==> config.mk <==
export PLATFORM = sky130hd
export DESIGN_NAME = thread_lsu
export DESIGN_NICKNAME = d
export VERILOG_FILES = /design/src/rtl/thread_lsu.sv
export SDC_FILE = /design/constraint.sdc
export NUM_CORES = 1
export LEC_CHECK = 0
export BUFFER_PORTS_ARGS = -buffer_cell sky130_fd_sc_hd__buf_2
export CAP_MARGIN = 20
export CORE_MARGIN = 1.5
export CORE_UTILIZATION = 42
export DETAILED_ROUTE_END_ITERATION = 6
export GPL_ROUTABILITY_DRIVEN = 0
export PLACE_DENSITY = 0.8
export SKIP_LAST_GASP = 1
export SLEW_MARGIN = 20
export SYNTH_ARGS = -nofsm -noshare
export SYNTH_HDL_FRONTEND = slang
export SYNTH_SLANG_ARGS = --single-unit
==> constraint.sdc <==
create_clock -name clk -period 2 [get_ports clk]
set_input_delay 0.4 -clock clk [delete_from_list [all_inputs] [get_ports clk]]
set_output_delay 0.4 -clock clk [all_outputs]
set_load 0.1 [all_outputs]
==> src/rtl/thread_lsu.sv <==
// thread_lsu: per-thread load/store unit driving a valid/ready memory handshake
package gpu_pkg;
  typedef enum logic [2:0] {
    IDLE    = 3'd0,
    FETCH   = 3'd1,
    DECODE  = 3'd2,
    REQUEST = 3'd3,
    WAIT    = 3'd4,
    EXECUTE = 3'd5,
    UPDATE  = 3'd6,
    DONE    = 3'd7
  } core_state_t;
endpackage

module thread_lsu
  import gpu_pkg::*;
#(
  parameter int DATA_WIDTH = 8,
  parameter int ADDR_WIDTH = 8
) (
  input  logic                  clk,
  input  logic                  rst_n,
  input  logic                  enable,
  input  core_state_t           core_state,
  input  logic                  mem_read_en,
  input  logic                  mem_write_en,
  input  logic [DATA_WIDTH-1:0] rs_data,
  input  logic [DATA_WIDTH-1:0] rt_data,
  output logic                  mem_read_valid,
  output logic [ADDR_WIDTH-1:0] mem_read_address,
  input  logic                  mem_read_ready,
  input  logic [DATA_WIDTH-1:0] mem_read_data,
  output logic                  mem_write_valid,
  output logic [ADDR_WIDTH-1:0] mem_write_address,
  output logic [DATA_WIDTH-1:0] mem_write_data,
  input  logic                  mem_write_ready,
  output logic [1:0]            lsu_state,
  output logic [DATA_WIDTH-1:0] lsu_result
);
  typedef enum logic [1:0] {S_IDLE, S_REQUESTING, S_WAITING, S_DONE} lsu_state_t;
  lsu_state_t st;
  logic is_read;
  logic ready;
  logic [ADDR_WIDTH-1:0] addr;
  assign addr = ADDR_WIDTH'(rs_data);
  assign ready = is_read ? mem_read_ready : mem_write_ready;
  assign lsu_state = st;
  always_ff @(posedge clk or negedge rst_n) begin
    if (!rst_n) begin
      st                <= S_IDLE;
      is_read           <= 1'b0;
      mem_read_valid    <= 1'b0;
      mem_read_address  <= '0;
      mem_write_valid   <= 1'b0;
      mem_write_address <= '0;
      mem_write_data    <= '0;
      lsu_result        <= '0;
    end else begin
      case (st)
        S_IDLE: if (enable && core_state == REQUEST && (mem_read_en || mem_write_en)) begin
          st      <= S_REQUESTING;
          is_read <= mem_read_en;
          // a simultaneous STR is dropped in favour of the LDR
          if (mem_read_en) begin
            mem_read_valid   <= 1'b1;
            mem_read_address <= addr;
          end else begin
            mem_write_valid   <= 1'b1;
            mem_write_address <= addr;
            mem_write_data    <= rt_data;
          end
        end
        S_REQUESTING, S_WAITING: if (ready) begin
          st              <= S_DONE;
          mem_read_valid  <= 1'b0;
          mem_write_valid <= 1'b0;
          if (is_read) lsu_result <= mem_read_data;
        end else st <= S_WAITING;
        S_DONE: if (core_state == UPDATE) st <= S_IDLE;
        default: st <= S_IDLE;
      endcase
    end
  end
endmodule

* After elaboration in Yosys (flattened, before gate mapping) *
Index checks and enable logic that the tools add are counted.

storage, ports and cells
  bits in registers = 37
  input bits = 34
  output and inout port bits = 36
  logic and storage cells = 44

operators by class
  equal/unequal tests = 10
  mux-type cells = 12
  bitwise gates (word level) = 1
  reductions and logical operators = 13

operators with widths
  operator                                        count
  inequality test 2 bit (second input constant)   5
  AND reduction 3 bit                             3
  AND reduction 4 bit                             2
  2-to-1 mux 1 bit                                7
  case mux 2 bit (3 select lines)                 1
  == test 2 bit (second input constant)           2
  2-to-1 mux 2 bit                                2
  case mux 1 bit (2 select lines)                 2
  AND reduction 2 bit                             2
  == test 3 x 2 -> 1 bit (second input constant)  1
  == test 3 bit (second input constant)           1
  == test 2 x 1 -> 1 bit (second input constant)  1
  logical AND 1 bit                               2
  zero test 2 bit                                 1
  nonzero test 2 bit                              1
  OR reduction 2 bit                              1
  logical OR 1 bit                                1
  inverter 1 bit                                  1

* Longest topological paths before layout *
  word-level depth = 5
  gate-level depth with buffers = 6
  depth with buffers taken out = 6

* Worst setup path before layout *
Ideal clock, no wire load.

  path kind = register to register
  start point = register st[1] (netlist: lsu_state[1])
  end point = register st[0] (netlist: lsu_state[0])
  library setup time = 0.126 ns
  arrival time = 2.073 ns
  data required time = 1.874 ns
  path slack = -0.199 ns
  stages on the path, launching flop included = 7
  buffers on the path = 0
  clock period less this slack = 2.199 ns
  cells stage by stage = dfrtp_1 inv_1 ha_1 inv_1 a211oi_1 a21oi_1 mux2_4

on the way
  cells in the longest elaborated chain, start to end = 3
  elaborated cells on any way between the ends = 9
  classes of those cells = eq/ne (5); mux (1); reduce/logical (3)

ends and longest elaborated chain
  item                                                                           line  text
  start, declared                                                                41    lsu_state_t st;
  start signal, assigned                                                         50    st <= S_IDLE;
  start signal, assigned                                                         61    st <= S_REQUESTING;
  start signal, assigned                                                         74    st <= S_DONE;
  == test 2 x 1 -> 1 bit (tied with other cells)                                 59    case (st)
  OR reduction 2 bit / inequality test 2 bit (equally long branches)             -
  case mux 2 bit (3 select lines) / AND reduction 2 bit (equally long branches)  -

Several ways; a longest one is shown, not always the timed one.
A chain may end at the register's enable or synchronous reset.

* Worst setup path after layout *
  start point = register st[1] (netlist: lsu_state[1])
  end point = register mem_write_address[6]

on the way
  cells in the longest elaborated chain, start to end = 2

ends and longest elaborated chain
  item                           line  text
  zero test 2 bit                59
  AND reduction 3 bit (no line)  -
  end signal, assigned           69    mem_write_address <= addr;
  end, declared                  34    output logic [ADDR_WIDTH-1:0] mem_write_address,

Every way passes these cells.

==> out/metrics.yaml <==
status: "finished clean"
final_hold_viol_count: 0
syn_inst: 100
htreeDepth: 2
max_slew.worst_pin.slew_ns: 0.495
post_cts_resized: 0
crit_family: "multiplexers"
setup_tns_ns: 0
drtIter0Drc: 27
ctsHoldBuffers: 0
area.growth.synth_to_final_pct: 30.6
crit_path_end_kind: "flop"
critPathRequiredTime_ns: 2.16
hp-class: "input pin to asynchronous set/reset pin"
io_pins: 70
syn_area_um2: 1560
grt_start_max_net_pins: 24
vias: 1070
clock_skew_ns: 0.00183
port_buffers: 69
slew_violations: 0
nFillCells: 287
viasPerCell: 4.84
dpl.hpwl_mm: 2.42
grt-ovfl-total: 0
die-area_um2: 4090
critical_path_class: "flop to flop"
fmax_mhz: 589
cp_cell_sequence: "inv_1, ha_1, nand4b_4, mux2_4"
crit_slowest_cell: "mux2_4"
dr.pass1.iters: 4
slowest_delay_ns: 0.42
die_w_um: 63.9
start_util_pct: 45.3
crit_buf_inv: 1
cts_buffers: 5
cts_tree: "done"
min_period_over_period_pct: 85.0
ys_types: 21
synthesis.nets: 136
synth-seq-cells: 37
grt_pass1_vias: 1142
cts-root-buf: "clkbuf_8"
path_clk_slew_ns: 0.07
rsz0062_at_grt: "false"
ys_warn_count: 0
syn_area_per_cell_um2: 15.6
cp-start-kind: "flop"
crit_arrival_ns: 1.86
core_area_um2: 3440
setup_viol: 0
cap_viol_max_count: 0
cts_setup_buffers: 0
drive_above_1_share_pct: 64.6
antenna_found_initial: 0
clk_latency_ns: 0.27
crit_path_max_fanout: 17
die_h_um: 63.9
antenna_cells: 0
yosysSeqAreaShare_pct: 59.4
period_needed_ns: 1.70
num_rows: 21
numClockSinks: 37
antenna_left: 0
drc_errors: 0
wl_mm: 3.21
avgRoutedWirePerCell_um: 14.5
fin_nets: 211
grt_first_pass_wirelength_mm: 5.10
slew-limit-headroom_pct: 67.2
grt_usage_pct: 16.4
clk_path_buf_depth: 2
layout by cell type (no fill, tap or decap), types with 4 or more instances in the layout:
| cell type | instances |
|---|---|
| buf_2 | 69 |
| dfrtp_1 | 35 |
| mux2_2 | 23 |
| mux2_4 | 10 |
| clkbuf_8 | 6 |
| inv_1 | 4 |
| o21ai_0 | 4 |
registers in the layout (all words and copies together), names as in the netlist:
name / cells
lsu_result: 8
lsu_state: 2
mem_write_address: 8
mem_read_address: 8
mem_read_valid: 1
is_read: 1
mem_write_valid: 1
mem_write_data: 8
metrics by stage:
step                setup WS, ns  instance area, um^2  std cells  utilization (%)  hold slack, ns
finish                     0.301                 2040        221             59.1          0.0170
floorplan                 0.0930                 1560        100                -           0.104
global placement           0.243                 1950        214             56.6           0.308
CTS                        0.278                 2040        221             59.1          0.0179
global route               0.195                 2040        221             59.1          0.0310
detailed placement         0.172                 1950        214             56.6           0.323
cells in the mapped netlist, drive strengths merged:
cell type	instances	area [um^2]
o21ai	4	20.0
mux2i	1	10.0
a22o	1	8.76
a21boi	1	7.51
buf	3	30.0
nor2b	1	6.26
and3	1	6.26
inv	4	15.0
dfrtp	37	926
ha	2	25.0
nand3b	2	15.0
a21oi	2	10.0
a211oi	1	7.51
nand2	1	3.75
a21o	2	15.0
nand4b	1	23.8
nand3	2	10.0
and4b	1	10.0
mux2	33	409
worst paths after layout:
| path | startpoint | endpoint | slack [ns] | cells after the start |
|---|---|---|---|---|
| max | lsu_state[1] | mem_write_address[6] | 0.30 | 4 |
| min | rst_n | mem_write_data[3] | 0.02 | 1 |
| max reg2reg | lsu_state[1] | mem_write_address[6] | 0.30 | 4 |
| min reg2reg | mem_read_address[4] | mem_read_address[4] | 0.51 | 1 |
| max in group asynchronous | rst_n | mem_write_address[4] | 1.38 | 2 |
| min in group clk | rt_data[5] | mem_write_data[5] | 0.35 | 2 |
metal layers:
layer / wire length, um / vias up / GRT usage [%] / share of wire [%]
li1: - / 504 / - / -
met3: 184 / 4 / 4.58 / 5.7
met1: 1320 / 522 / 19.0 / 41
met4: 26 / 0 / 7.34 / 0.81
met5: 0 / - / 0 / 0
met2: 1680 / 40 / 28.3 / 52
cells by family (layout without fill, tap and decap cells):
family | Yosys count | in the layout | share of synthesized area [%]
multiplexers | 34 | 34 | 26.9
adder cells (fa/ha/maj) | 2 | 2 | 1.60
buffers and inverters | 7 | 82 | 2.89
flip-flops | 37 | 37 | 59.4
AND/OR/NAND/NOR | 9 | 9 | 4.82
AO/OA/AOI/OAI | 11 | 11 | 4.41
final cells by class:
type                    instances  area [um^2]  share of cell area, %
flip-flops and latches         37          928                   45.6
multi-input cells              56          588                   28.9
repair buffers                 71          360                   17.7
clock buffers                   7         86.3                   4.24
well taps                      46         57.6                   2.83
inverters                       4         15.0                  0.738
Power is not shown: default switching activity piles up to over one toggle a cycle in this logic, so the estimate is an artifact.
